<file path="src/rtl/int8_dot_sequencer.sv">
// Sequences a multi-chunk int8 dot-product job through an external combinational MAC,
// accumulating partial sums modulo 2^24 and presenting the result with a valid/ready handshake.
module int8_dot_sequencer #(
    parameter int CNT_W = 8
) (
    input  logic             clk,
    input  logic             rst_n,
    input  logic             start,
    input  logic [CNT_W-1:0] num_chunks,
    input  logic             abort,
    output logic             busy,
    input  logic             in_valid,
    output logic             in_ready,
    input  logic [263:0]     a_vec,
    input  logic [263:0]     b_vec,
    output logic             mac_en,
    output logic [263:0]     mac_a,
    output logic [263:0]     mac_b,
    output logic [23:0]      mac_psum_in,
    input  logic [23:0]      mac_psum_out,
    output logic             out_valid,
    input  logic             out_ready,
    output logic [23:0]      result,
    output logic [7:0]       out_scale,
    output logic [CNT_W-1:0] chunk_cnt
);

    typedef enum logic [1:0] {
        IDLE = 2'd0,
        RUN  = 2'd1,
        DONE = 2'd2
    } state_t;

    state_t           r_state;
    state_t           w_next_state;
    logic [23:0]      r_acc;
    logic [CNT_W-1:0] r_cnt;
    logic [CNT_W-1:0] r_num;
    logic [7:0]       r_scale;

    logic w_run;
    logic w_go;
    logic w_accept;
    logic w_last;
    logic w_handshake;

    assign w_run       = (r_state == RUN);
    assign w_go        = (r_state == IDLE) && start && !abort && (num_chunks != {CNT_W{1'b0}});
    assign w_accept    = in_valid && in_ready;
    assign w_last      = w_accept && (r_cnt == (r_num - CNT_W'(1)));
    assign w_handshake = (r_state == DONE) && out_ready && !abort;

    // State register
    always_ff @(posedge clk or negedge rst_n) begin
        if (!rst_n) begin
            r_state <= IDLE;
        end else begin
            r_state <= w_next_state;
        end
    end

    // Next-state logic; abort outranks both beat acceptance and the result handshake
    always_comb begin
        w_next_state = r_state;
        case (r_state)
            IDLE: begin
                if (w_go) begin
                    w_next_state = RUN;
                end else begin
                    w_next_state = IDLE;
                end
            end
            RUN: begin
                if (abort) begin
                    w_next_state = IDLE;
                end else if (w_last) begin
                    w_next_state = DONE;
                end else begin
                    w_next_state = RUN;
                end
            end
            DONE: begin
                if (abort || out_ready) begin
                    w_next_state = IDLE;
                end else begin
                    w_next_state = DONE;
                end
            end
            default: w_next_state = IDLE;
        endcase
    end

    // Accumulator, beat counter, latched job length and scale capture
    always_ff @(posedge clk or negedge rst_n) begin
        if (!rst_n) begin
            r_acc   <= 24'd0;
            r_cnt   <= {CNT_W{1'b0}};
            r_num   <= {CNT_W{1'b0}};
            r_scale <= 8'd0;
        end else if (abort) begin
            r_acc   <= 24'd0;
            r_cnt   <= {CNT_W{1'b0}};
            r_scale <= 8'd0;
        end else if (w_go) begin
            r_num <= num_chunks;
            r_acc <= 24'd0;
            r_cnt <= {CNT_W{1'b0}};
        end else if (w_accept) begin
            r_acc <= mac_psum_out;
            r_cnt <= r_cnt + CNT_W'(1);
            if (r_cnt == {CNT_W{1'b0}}) begin
                r_scale <= a_vec[7:0];
            end
        end else if (w_handshake) begin
            // Clearing here keeps result and chunk_cnt at zero while idle
            r_acc <= 24'd0;
            r_cnt <= {CNT_W{1'b0}};
        end
    end

    assign busy        = (r_state != IDLE);
    assign in_ready    = w_run && !abort;
    assign out_valid   = (r_state == DONE);
    assign result      = r_acc;
    assign out_scale   = r_scale;
    assign chunk_cnt   = r_cnt;
    assign mac_en      = w_run;
    assign mac_a       = w_run ? a_vec : 264'd0;
    assign mac_b       = w_run ? b_vec : 264'd0;
    assign mac_psum_in = w_run ? r_acc : 24'd0;

endmodule

</file>
<file path="config.mk">
export PLATFORM = sky130hd
export DESIGN_NAME = int8_dot_sequencer
export DESIGN_NICKNAME = d
export VERILOG_FILES = /design/src/rtl/int8_dot_sequencer.sv
export SDC_FILE = /design/constraint.sdc
export NUM_CORES = 1
export LEC_CHECK = 0
export ABC_CLOCK_PERIOD_IN_PS = 1500
export CORE_AREA = 5 5 454 456
export CTS_BUF_LIST = sky130_fd_sc_hd__clkbuf_8
export CTS_CLUSTER_DIAMETER = 200
export CTS_CLUSTER_SIZE = 16
export DETAILED_ROUTE_END_ITERATION = 8
export DIE_AREA = 0 0 459 461
export DONT_BUFFER_PORTS = 1
export MAX_ROUTING_LAYER = met4
export PLACE_DENSITY = 0.3
export SYNTH_ARGS = -nofsm -noshare
export SYNTH_HDL_FRONTEND = slang
export SYNTH_SLANG_ARGS = --single-unit
</file>
<file path="constraint.sdc">
create_clock -name clk -period 1.5 [get_ports clk]
set_input_delay 0.15 -clock clk [delete_from_list [all_inputs] [get_ports clk]]
set_output_delay 0.15 -clock clk [all_outputs]
set_load 0.05 [all_outputs]
</file>
==> results.yml, run 1 <==
logic_synthesis:
  synth_xor_area_share_pct: 1.615
  synth.cell_area_sq_um: 5966
  synthTopCellsByArea: "and2_1, dfrtp_1, clkbuf_1"
  synth_mux_area_share_pct: 2.475
  yosysTopAreaCell: "and2_1"
  synthSimpleGateAreaFrac_pct: 62.96
  yosysTopAreaCellShare_pct: 57.99
  synth_compound_area_share_pct: 6.397
  synthCells: 808
  synth_seq_cells: 50
  synth_ff_type: "dfrtp_1"
  syn_nets: 1377
  ys_seq_area_share_pct: 20.97
  synth-edff-count: 0
  synth_top_family_by_area: "simple AND/OR/NAND/NOR gates"
  yosys_warnings: 0
  yosys.cell_types.count: 40
  synthAdderAreaFrac_pct: 0.6292
  synthArstFlopShare_pct: 100.0
  syn_area_per_cell_sq_um: 7.383
sta:
  worst_pin_slew_ns: 0.5715
  period_minus_slack_ns: 2.161
  fin_tns_setup_ns: -341.66
  finalSetupViolations: 606
  fmax_ghz: 0.4627
  maxSlewHeadroom_pct: 61.78
  hold_viol: 0
  setup_ws_ns: -0.6613
  skew_ns: 0.02396
  fin_crit_sh_pct: 144.1
  slew_viol_final: 0
  rsz0062_at_grt: "yes"
final_layout:
  layout_commonest_cell: "and2_4"
  final_cell_mix: "and2_4, buf_12, and2_2"
  drive_above_1_share_pct: 80.59
  nets: 1686
  final_cell_count_no_fill: 3819
  areaGrowthSynthToFinish_pct: 175.4
  nFillCells: 23410
grt:
  antenna_found_initial: 201
  grt_pass1_vias: 8301
  grt_remaining_overflow: 0
  grt_pass1_wl_um: 177100
  grt_start_max_net_pins: 56
  grt_use_total_pct: 14.60
floorplan:
  start_util_pct: 2.964
  pin_count: 1162
  coreArea_sq_um: 201300
  die_h_um: 461
  floorplan.rows: 165
  die_w_um: 459
  fp.dieArea_sq_um: 211600
power_and_ir_drop:
  powerDensity_nw_per_um2: 839.4
  p_leak_nw: 6.137
  swShare_pct: 59.57
  p_clk_share_pct: 7.1
  irDropWorstVdd_mv: 0.4580
  power_frac_comb_pct: 81.7
  power.switching_w: 0.008216
  p_seq_share_pct: 11.2
  power.internal_w: 0.005575
route:
  drtAntennaViolNets: 0
  wl_um: 160300
  wl_per_cell_um: 41.98
  drt-pass1-iter-count: 4
  vias: 8517
  initialDrtViolationCount: 309
  viasPerCell: 2.230
  drc: 0
placement:
  place_inst: 3718
  routabilityCongestion: 1.032
  dp_hpwl_um: 149600
  io_buffers: 0
clock_tree:
  cts_tree: "done"
  clock-sinks: 50
  htree_levels: 2
  clock_latency_ns: 0.35
  clockBufferDepth: 2
  numCtsBuffers: 5
  cts-root-buf: "clkbuf_8"
  clk_pin_slew_ns: 0.13
worst_setup_path:
  worstPathCellList: "buf_6 -> nor2b_4 -> buf_6 -> buf_6 -> buf_16 -> buf_12 -> and2_4"
  critPathTopFamily: "buffers and inverters"
  cp_common_cell: "buf_6"
  worstSetupPathType: "register to primary output"
  crit_path_max_fanout: 10
  slowest_delay_ns: 0.41
  worstPathRequired_ns: 1.35
  cp-end-kind: "primary output"
  crit_slowest_cell: "dfrtp_1"
  cp.arrival_ns: 2.01
  critPathBufInv: 5
  critPathLaunchType: "register"
status:
  outcome: "finished, violations left"
  violations: "negative setup slack"
flow_run:
  drv_cap: 0
min_path:
  holdCritPathClass: "input port to register"
-- synthesized netlist by cell type, drive strengths merged, types with 2 or more instances --
library cell	n
o21ai	14
dfrtp	50
nand4	3
xnor2	9
xor2	2
and2	554
a22o	26
nor2b	2
buf	8
mux2	6
inv	6
nor4	4
nand3b	2
nand2	11
nand3	3
clkbuf	62
nor2	16
nand2b	2
nor3	3
mux2i	8
ha	3
or2	3
-- path summary, 6_finish.rpt --
path / startpoint / endpoint / slack [ns] / cells after the start
setup / recovery: r_state[1] / mac_a[90] / -0.66 / 7
hold / removal: in_valid / chunk_cnt[0] / 0.07 / 3
setup reg to reg: r_state[0] / chunk_cnt[3] / -0.40 / 8
hold reg to reg: result[7] / result[7] / 0.54 / 1
max in group asynchronous: rst_n / chunk_cnt[2] / 0.94 / 2
min in group asynchronous: rst_n / result[17] / 0.30 / 2
-- per-stage QoR --
| step | utilization, % | instance area, sq um | hold slack (ns) | total power (W) | setup WS [ns] |
|---|---|---|---|---|---|
| 2_1_floorplan | - | 7206 | -0.1456 | 0.008050 | -0.4235 |
| 3_3_place_gp | 7.569 | 15230 | -0.1434 | 0.01230 | -0.3543 |
| 3_5_place_dp | 7.569 | 15230 | -0.1436 | 0.01227 | -0.3578 |
| 4_1_cts | 8.027 | 16160 | 0.04165 | 0.01382 | -0.7251 |
| 5_1_grt | 8.158 | 16420 | 0.05608 | 0.01438 | -0.7595 |
| 6_report | 8.163 | 16430 | 0.06500 | 0.01379 | -0.6613 |
-- registers in the layout, summed over array words and instances, names as in the netlist --
register	flops
r_num	8
r_state	2
result	24
chunk_cnt	8
out_scale	8
-- power groups by stage --
stage / registers, W / clock network [W] / logic (W)
2_1_floorplan: 0.00167 / 0 / 0.00638
3_3_place_gp: 0.00158 / 0 / 0.0107
3_5_place_dp: 0.00157 / 0 / 0.0107
4_1_cts: 0.00155 / 0.00106 / 0.0112
5_1_grt: 0.00156 / 0.00107 / 0.0117
6_report: 0.00154 / 0.000985 / 0.0113
-- layout make-up --
class,instances,area (sq um),share of cell area [%]
sequential,50,1252,7.623
multi-input combinational,682,5608,34.13
tap,2672,3343,20.35
clock buffer,5,68.82,0.4188
clock inverter,3,28.78,0.1751
timing repair buffer,372,6035,36.73
inverter,6,22.52,0.1371
antenna,29,72.57,0.4417
-- repair_timing --
item / in CTS / in global routing
cloned: 7 / 6
setup endpoints to repair: 605 / 606
hold buffers: 44 / 0
resized for setup: 68 / 13
pin swaps: 64 / 41
setup buffers: 5 / 2
endpoints found under the hold margin: 91 / 0
-- worst register-to-register path: cells and delay by family, from the launching register on --
kind	cells	cell delay, ns
buffers and inverters	3	0.50
AOI/OAI and AO/OA	3	0.65
and+or+nand+nor	2	0.26
DFF	1	0.41
-- logic make-up after synthesis --
logic type	Yosys count
AND/OR/NAND/NOR	606
buffers and inverters	76
flip-flops	50
AO/OA/AOI/OAI	48
multiplexers	14
XOR/XNOR	11
adder cells (fa/ha/maj)	3
-- layer usage --
layer / vias to the layer above / GRT usage (%) / part of all wire (%)
met4: 0 / 2.242 / 2.7
li1: 3141 / - / -
met1: 3707 / 15.00 / 35
met2: 1268 / 22.85 / 44
met5: - / - / 0
met3: 401 / 10.83 / 18
Note: power is estimated with default switching activity, not from simulation.
==> run 2: changes to the inputs <==
--- a/config.mk
+++ b/config.mk
@@ -14,7 +14,7 @@
 export DIE_AREA = 0 0 459 461
 export DONT_BUFFER_PORTS = 1
 export MAX_ROUTING_LAYER = met4
-export PLACE_DENSITY = 0.3
+export PLACE_DENSITY_LB_ADDON = 0.1
 export SYNTH_ARGS = -nofsm -noshare
 export SYNTH_HDL_FRONTEND = slang
 export SYNTH_SLANG_ARGS = --single-unit
==> run 2 against run 1 <==
Effect of this change:
- the run still ends with negative setup slack left
- largest cell class unchanged
- clock skew down 0.0076 ns
- wire length down 17%
- final cell count up 0.24%
- die area unchanged
- setup slack better by 0.019 ns
- core utilization down 0.068 points
- register-to-register slack about the same
- first-iteration DRC count down 7.4%
- via count down 7.3%
==> results.yml, run 2 (synthesized netlist as in run 1, its figures left out) <==
floorplan:
  floorplan.rows: 165
  die_w_um: 459
  coreArea_sq_um: 201300
  die_h_um: 461
  fp.dieArea_sq_um: 211600
  pin_count: 1162
  start_util_pct: 2.964
grt:
  grt_pass1_vias: 8264
  grt_pass1_wl_um: 150900
  grt_remaining_overflow: 0
  grt_use_total_pct: 12.05
  grt_start_max_net_pins: 51
  antenna_found_initial: 122
sta:
  fmax_ghz: 0.4668
  skew_ns: 0.01632
  worst_pin_slew_ns: 0.6323
  setup_ws_ns: -0.6421
  hold_viol: 0
  rsz0062_at_grt: "yes"
  maxSlewHeadroom_pct: 57.85
  fin_crit_sh_pct: 142.8
  period_minus_slack_ns: 2.142
  fin_tns_setup_ns: -314.57
  finalSetupViolations: 607
  slew_viol_final: 0
clock_tree:
  cts_tree: "done"
  numCtsBuffers: 5
  clockBufferDepth: 2
  cts-root-buf: "clkbuf_8"
  clock-sinks: 50
  clk_pin_slew_ns: 0.12
  htree_levels: 2
  clock_latency_ns: 0.35
power_and_ir_drop:
  p_leak_nw: 6.096
  irDropWorstVdd_mv: 0.3071
  powerDensity_nw_per_um2: 820.8
  p_seq_share_pct: 11.5
  power.internal_w: 0.005562
  power.switching_w: 0.007812
  swShare_pct: 58.42
  power_frac_comb_pct: 81.1
  p_clk_share_pct: 7.4
worst_setup_path:
  critPathLaunchType: "register"
  cp.arrival_ns: 1.99
  worstPathRequired_ns: 1.35
  cp-end-kind: "primary output"
  worstSetupPathType: "register to primary output"
  crit_path_max_fanout: 21
route:
  wl_um: 133500
  initialDrtViolationCount: 286
  viasPerCell: 2.062
  drc: 0
  drtAntennaViolNets: 0
  wl_per_cell_um: 34.87
  vias: 7895
  drt-pass1-iter-count: 4
final_layout:
  layout_commonest_cell: "and2_4"
  largest_reg_flops: 24
  nFillCells: 23450
  drive_above_1_share_pct: 80.77
  areaGrowthSynthToFinish_pct: 173.1
  fin_util_pct: 8.094
  final_cell_mix: "and2_4, buf_12, and2_2"
  nets: 1686
  multi_input_area_sq_um: 5633
  regArea_sq_um: 1252
min_path:
  holdCritPathClass: "input port to register"
placement:
  dp_hpwl_um: 122900
  routabilityCongestion: 0.7707
  io_buffers: 0
status:
  violations: "negative setup slack"
  outcome: "finished, violations left"
flow_run:
  drv_cap: 0
[run 2: changes by cell type in the layout (fill, tap and decap cells not counted), sizes merged]
cell	change
diode	+9
clkbuf	+3
buf	-1
bufbuf	-1
clkinv	-1
clkinvlp	+1
inv	-1
[run 2: what timing repair did]
item	CTS	global route
hold buffers	44	0
buffers inserted	11	4
pin swaps	61	61
gates resized for setup	51	42
endpoints found under the hold margin	91	0
cloned	4	9
endpoints found under the setup margin	606	608
[run 2: worst paths after layout]
path	endpoint	slack, ns	depth (start not counted)	startpoint
setup / recovery	mac_a[178]	-0.64	7	r_state[1]
hold / removal	chunk_cnt[6]	0.08	3	in_valid
setup reg to reg	out_scale[1]	-0.39	9	r_state[1]
hold reg to reg	out_scale[4]	0.55	2	out_scale[4]
max in group asynchronous	result[23]	0.94	2	rst_n
min in group asynchronous	result[14]	0.30	2	rst_n
[run 2: final cells by class]
class	instances	area share, %
tap	2672	20.52
sequential	50	7.687
clock buffer	6	0.5068
clock inverter	2	0.09983
timing repair buffer	372	35.89
inverter	6	0.1382
antenna	38	0.5836
multi-input combinational	682	34.57
[run 2: metrics by stage]
stage	hold WS, ns	setup WS (ns)	power (W)	cells	cell area (sq um)
after CTS	0.04504	-0.7265	0.01348	3778	15910
final	0.08081	-0.6421	0.01337	3828	16290
after detailed placement	-0.1435	-0.3481	0.01191	3711	15020
after floorplan	-0.1456	-0.4235	0.008050	808	7206
after global placement	-0.1429	-0.3623	0.01193	3711	15020
after global routing	0.06342	-0.7553	0.01396	3811	16250
[run 2: metal layers]
layer,share of wire [%],track usage [%],routed length [um]
met4,1.0,0.4036,1329
met3,15,7.579,20340
met1,36,12.76,48590
met5,0,-,0
met2,47,20.10,63220
[run 2: critical path: stages, from the launching register on]
cell	delay, ns
dfrtp_1	0.42
buf_6	0.13
nor2b_4	0.16
buf_6	0.17
buf_12	0.19
buf_16	0.19
and2_2	0.21
buf_12	0.14
[run 2: power groups by stage]
stage                     logic, W  registers (W)  clock network [W]
final                       0.0108        0.00154           0.000989
after global routing        0.0113        0.00156            0.00110
after CTS                   0.0109        0.00155            0.00108
after detailed placement    0.0103        0.00157                  0
after global placement      0.0104        0.00157                  0
after floorplan            0.00638        0.00167                  0
